[src/rtl/can_rx_buffer.sv]
// can_rx_buffer: collects one decoded CAN frame from the bit-stream processor
// and queues complete, well-formed frames in a small frame FIFO. The host
// sees the oldest frame show-ahead on rd_* and pops it with rd_ack.
// Optional acceptance filter: define RX_ACCEPT_FILTER_EN to enable it.
module can_rx_buffer #(
  parameter int          FRAME_DEPTH = 4,
  parameter logic [10:0] ACC_CODE    = 11'h000,
  parameter logic [10:0] ACC_MASK    = 11'h7FF
) (
  input  logic                           clk,
  input  logic                           rst_n,
  input  logic                           rx_frame_start,
  input  logic [10:0]                    rx_id,
  input  logic                           rx_rtr,
  input  logic [3:0]                     rx_dlc,
  input  logic                           rx_byte_valid,
  input  logic [7:0]                     rx_byte,
  input  logic                           rx_frame_done,
  input  logic                           rx_frame_err,
  input  logic                           rd_ack,
  input  logic                           ovr_clr,
  output logic [10:0]                    rd_id,
  output logic                           rd_rtr,
  output logic [3:0]                     rd_dlc,
  output logic [63:0]                    rd_data,
  output logic                           rx_buff_busy,
  output logic                           rx_buff_empty,
  output logic                           rx_buff_full,
  output logic [$clog2(FRAME_DEPTH):0]   rx_frame_cnt,
  output logic                           rx_overrun,
  output logic                           rx_fmt_err
);

  localparam int PTR_W = $clog2(FRAME_DEPTH);
  localparam int CNT_W = PTR_W + 1;

  typedef enum logic [1:0] {IDLE, COLLECT, DROP} state_t;

  state_t             state;
  logic [10:0]        cur_id;
  logic               cur_rtr;
  logic [3:0]         cur_dlc;
  logic [3:0]         exp_n;
  logic [3:0]         byte_cnt;
  logic [63:0]        asm_data;

  logic [3:0]         hdr_n;
  logic               accept;
  logic               commit;
  logic               push;
  logic               pop;

  logic [10:0]        mem_id   [FRAME_DEPTH];
  logic               mem_rtr  [FRAME_DEPTH];
  logic [3:0]         mem_dlc  [FRAME_DEPTH];
  logic [63:0]        mem_data [FRAME_DEPTH];
  logic [PTR_W-1:0]   wr_ptr;
  logic [PTR_W-1:0]   rd_ptr;
  logic [CNT_W-1:0]   cnt;

  // Byte count implied by the incoming header; remote frames carry no data
  // and DLC values above 8 still mean 8 bytes.
  always_comb begin
    hdr_n = 4'd0;
    if (!rx_rtr) hdr_n = (rx_dlc > 4'd8) ? 4'd8 : rx_dlc;
  end

  // Acceptance decision taken on the header at rx_frame_start.
`ifdef RX_ACCEPT_FILTER_EN
  always_comb accept = (((rx_id ^ ACC_CODE) & ~ACC_MASK) == 11'd0);
`else
  // Every frame is accepted; the parameters are folded in only so they
  // stay referenced in this build.
  always_comb accept = 1'b1 | (|(ACC_CODE & ACC_MASK & rx_id));
`endif

  // A frame is committed only when it ends cleanly with the expected byte
  // count; an abort or a fresh header in the same cycle takes priority.
  always_comb begin
    commit = (state == COLLECT) && rx_frame_done && !rx_frame_err &&
             !rx_frame_start && (byte_cnt == exp_n);
  end

  // Collection state machine and the registered format-error pulse.
  always_ff @(posedge clk) begin
    if (!rst_n) begin
      state      <= IDLE;
      rx_fmt_err <= 1'b0;
    end else begin
      rx_fmt_err <= 1'b0;
      case (state)
        IDLE: begin
          if (rx_frame_start) state <= accept ? COLLECT : DROP;
        end
        COLLECT: begin
          if (rx_frame_start) begin
            state <= accept ? COLLECT : DROP;
          end else if (rx_frame_err) begin
            state <= IDLE;
          end else if (rx_frame_done) begin
            state      <= IDLE;
            rx_fmt_err <= (byte_cnt != exp_n);
          end
        end
        DROP: begin
          if (rx_frame_start)                     state <= accept ? COLLECT : DROP;
          else if (rx_frame_done || rx_frame_err) state <= IDLE;
        end
        default: state <= IDLE;
      endcase
    end
  end

  // Frame assembly: header latch and byte packing, byte n at [8n+7:8n].
  always_ff @(posedge clk) begin
    if (rx_frame_start) begin
      cur_id   <= rx_id;
      cur_rtr  <= rx_rtr;
      cur_dlc  <= rx_dlc;
      exp_n    <= hdr_n;
      byte_cnt <= 4'd0;
      asm_data <= 64'd0;
    end else if ((state == COLLECT) && rx_byte_valid && (byte_cnt < 4'd8)) begin
      asm_data[{byte_cnt[2:0], 3'b000} +: 8] <= rx_byte;
      byte_cnt                               <= byte_cnt + 4'd1;
    end
  end

  assign rx_buff_busy  = (state == COLLECT);
  assign rx_buff_empty = (cnt == '0);
  assign rx_buff_full  = (cnt == CNT_W'(FRAME_DEPTH));
  assign rx_frame_cnt  = cnt;

  // A full FIFO still accepts a commit when the head is popped in the same
  // cycle; otherwise the committed frame is lost and flagged as overrun.
  always_comb begin
    pop  = rd_ack && !rx_buff_empty;
    push = commit && (!rx_buff_full || pop);
  end

  // Frame storage write port.
  always_ff @(posedge clk) begin
    if (push) begin
      mem_id[wr_ptr]   <= cur_id;
      mem_rtr[wr_ptr]  <= cur_rtr;
      mem_dlc[wr_ptr]  <= cur_dlc;
      mem_data[wr_ptr] <= asm_data;
    end
  end

  // FIFO pointers, occupancy and the sticky overrun flag.
  always_ff @(posedge clk) begin
    if (!rst_n) begin
      wr_ptr     <= '0;
      rd_ptr     <= '0;
      cnt        <= '0;
      rx_overrun <= 1'b0;
    end else begin
      if (push) wr_ptr <= wr_ptr + 1'b1;
      if (pop)  rd_ptr <= rd_ptr + 1'b1;
      case ({push, pop})
        2'b10:   cnt <= cnt + 1'b1;
        2'b01:   cnt <= cnt - 1'b1;
        default: cnt <= cnt;
      endcase
      if (commit && !push)  rx_overrun <= 1'b1;
      else if (ovr_clr)     rx_overrun <= 1'b0;
    end
  end

  // Show-ahead read port; all zero while nothing is stored.
  always_comb begin
    rd_id   = 11'd0;
    rd_rtr  = 1'b0;
    rd_dlc  = 4'd0;
    rd_data = 64'd0;
    if (!rx_buff_empty) begin
      rd_id   = mem_id[rd_ptr];
      rd_rtr  = mem_rtr[rd_ptr];
      rd_dlc  = mem_dlc[rd_ptr];
      rd_data = mem_data[rd_ptr];
    end
  end

endmodule
[config.mk]
export PLATFORM = sky130hd
export DESIGN_NAME = can_rx_buffer
export DESIGN_NICKNAME = d
export VERILOG_FILES = /design/src/rtl/can_rx_buffer.sv
export SDC_FILE = /design/constraint.sdc
export NUM_CORES = 1
export LEC_CHECK = 0
export CAP_MARGIN = 40
export CORE_MARGIN = 5
export CORE_UTILIZATION = 52
export CTS_CLUSTER_SIZE = 20
export DETAILED_ROUTE_END_ITERATION = 7
export GPL_TIMING_DRIVEN = 0
export PLACE_DENSITY_LB_ADDON = 0.3
export SYNTH_ARGS = -nofsm -noshare
export SYNTH_HDL_FRONTEND = slang
export SYNTH_SLANG_ARGS = --single-unit
[constraint.sdc]
create_clock -name clk -period 3.9 [get_ports clk]
set_input_delay 0.975 -clock clk [delete_from_list [all_inputs] [get_ports clk]]
set_output_delay 0.975 -clock clk [all_outputs]
set_load 0.005 [all_outputs]
==> qor.yml <==
synth_edf_count: 340
start_util: 0.526
dieArea_um2: 34500
path_clk_slew_ns: 0.06
dp_hpwl_mm: 19.9
clkPwrFrac: 0.437
rsz0062_at_grt: "no"
crit_fanout: 10
setup-violations-final: 0
p_sw_uw: 1770
tightest_slew_ns: 0.759
cts_hold_buf: 0
vias_per_cell: 5.55
min_period_over_period: 0.961
ant_nets: 0
p_leak_uw: 0.00628
synth_area_per_cell_um2: 17.5
fillers: 2130
clockRootBuffer: "clkbuf_16"
cts_tree: "built"
rows: 64
ys.flop_type: "edfxtp_1"
track_usage: 0.187
multi_input_area_um2: 4010
max_freq_mhz: 267
grt-ovfl-total: 0
cts_buffer_depth: 3
max_slew_margin: 0.494
grt_use_met3: 0.0289
start_kind: "register"
gp_congestion: 0.793
ys_async_sr_fraction: 0
utilization: 0.632
rr_startpoint: "exp_n[3]$_SDFFCE_PP0P_"
grt_max_degree: 46
die_w_um: 186
combPwrFrac: 0.035
clock-sinks: 420
clock_skew_ns: 0.0156
intPower_uw: 7430
area_growth_pct: 20.0
synth_common_cells: "edfxtp_1 (340), and2_1 (88), nand2_1 (86), dfxtp_1 (80), mux4_2 (80)"
final_nets: 1119
p_per_area_nw_per_um2: 477
drt_first_pass_iters: 5
clk_latency_ns: 0.52
drive_gt1_frac: 0.185
status: "finished clean"
synth_top_cell_area_share: 0.636
peakVddDrop_mv: 0.399
drc: 0
drt_iter0_markers: 599
pwr-share-seq: 0.528
netSwitchingFraction: 0.192
crit_required_ns: 2.92
met2_usage: 0.311
synth_nets: 960
cts_buffers: 40
slew_violations: 0
grt_pass1_wl_mm: 48.9
synthTopCellsByArea: "edfxtp_1 (64%), mux4_2 (11%), dfxtp_1 (10%)"
hp-start: "cur_id[1]$_DFFE_PP_"
io_pins: 120
yosysMostFrequentCell: "edfxtp_1"
grt.busiest_layer: "met2"
synth.largest_area_cell: "edfxtp_1"
vias: 8363
crit_path_cell_trace: "clkbuf_4 > mux4_2 > and2_1 > clkdlybuf4s50_1"
cts_setup_buffers: 0
portBuffers: 111
critPathCaptureType: "output port"
holdPathStages: 0
chipHeight_um: 186
finalSetupTns_ns: 0
syn_area_um2: 16100
drv_cap: 0
cpMaxStageDelayCell: "dfxtp_1"
antenna_found_initial: 0
synth_cell_types: 50
worstSetupPathType: "register to output port"
yosys_warnings: 0
yosysSeqAreaShare: 0.735
wl_mm: 32.1
seq_area_um2: 11800
dp.cells: 1432
synthCells: 920
ys_ff_latch: 420
min_path_type: "register to register"
post_drt_wl_per_cell_um: 21.3
diodes: 0
grt_util_met1: 0.267
core_area_um2: 30500
arrival_ns: 2.77
reg2reg_depth: 5
ctsHtreeMaxLevel: 2
hold_violations: 0
period_minus_slack_ns: 3.75
final_cells: 1507
grt_pass1_vias: 8487
slowest_delay_ns: 0.66
power groups by stage:
stage | Combinational [uW] | Clock (uW) | Sequential [uW]
after floorplan | 161 | 0 | 4940
after global placement | 321 | 0 | 4950
after detailed placement | 326 | 0 | 4950
after CTS | 327 | 4080 | 4850
after global routing | 349 | 4290 | 4850
final | 322 | 4020 | 4850
final timing paths:
path / end / slack, ns
setup / recovery: rd_data[57] / 0.15
hold / removal: mem_id[3][1]$_DFFE_PP_ / 0.50
setup reg to reg: mem_id[2][1]$_DFFE_PP_ / 1.12
hold reg to reg: mem_id[3][1]$_DFFE_PP_ / 0.50
flip-flops by register name (all words and copies together), names as in the netlist, named ones only:
signal	flops
rd_ptr	2
cur_dlc	4
exp_n	4
cur_id	11
byte_cnt	4
cur_rtr	1
mem_dlc	16
rx_frame_cnt	3
mem_rtr	4
rx_overrun	1
state	1
rx_fmt_err	1
asm_data	64
mem_data	256
mem_id	44
wr_ptr	2
final cells by class:
cell class,count,area share
sequential,420,0.613
multi-input combinational,442,0.208
clock buffer,63,0.0658
timing repair buffer,116,0.0649
tap,396,0.0257
buffer,52,0.0138
clock inverter,11,0.00721
inverter,7,0.00136
through the flow:
stage | area (um2) | hold WS, ns | setup WS (ns) | power (uW)
global route | 19300 | 0.516 | 0.0478 | 9490
detailed placement | 17800 | 0.492 | -0.465 | 5270
CTS | 19200 | 0.499 | -0.0602 | 9260
finish | 19300 | 0.504 | 0.152 | 9200
floorplan | 16100 | 0.459 | 0.659 | 5100
global placement | 17700 | 0.474 | -1.52 | 5270
placed cells by master, fill, tap and decap left out, types with 11 or more instances in the layout:
cell type	n
mux4_2	80
mux2i_1	19
nor2_1	33
clkbuf_1	30
buf_2	11
dfxtp_1	80
clkdlybuf4s50_1	110
a21oi_1	52
nand3_1	16
nand2_1	86
clkbuf_16	44
and2_1	84
edfxtp_1	340
logic make-up after synthesis:
group / Yosys count / synth area share
flops: 420 / 0.735
simple gates: 268 / 0.0918
mux: 101 / 0.125
buf+inv: 60 / 0.0165
compound gates: 55 / 0.0181
xor+xnor: 8 / 0.00600
fa+ha+maj: 8 / 0.00670
worst max-delay path: cells and delay by family, from the launching register on:
family | cells | cell delay, ns
multiplexers | 1 | 0.54
AND/OR/NAND/NOR | 1 | 0.18
flip-flops | 1 | 0.66
buffers and inverters | 2 | 0.87
layer usage:
layer,share of wire,up-vias
met3,0.054,39
met1,0.43,4252
met4,0.014,0
met2,0.50,247
met5,0,-
li1,-,3825
what timing repair did:
item                                    4_1_cts  5_1_grt
cloned                                        0        2
endpoints found under the setup margin       80      237
pin swaps                                     0        3
resized for setup                             2       24
(Power assumes the default switching activity.)
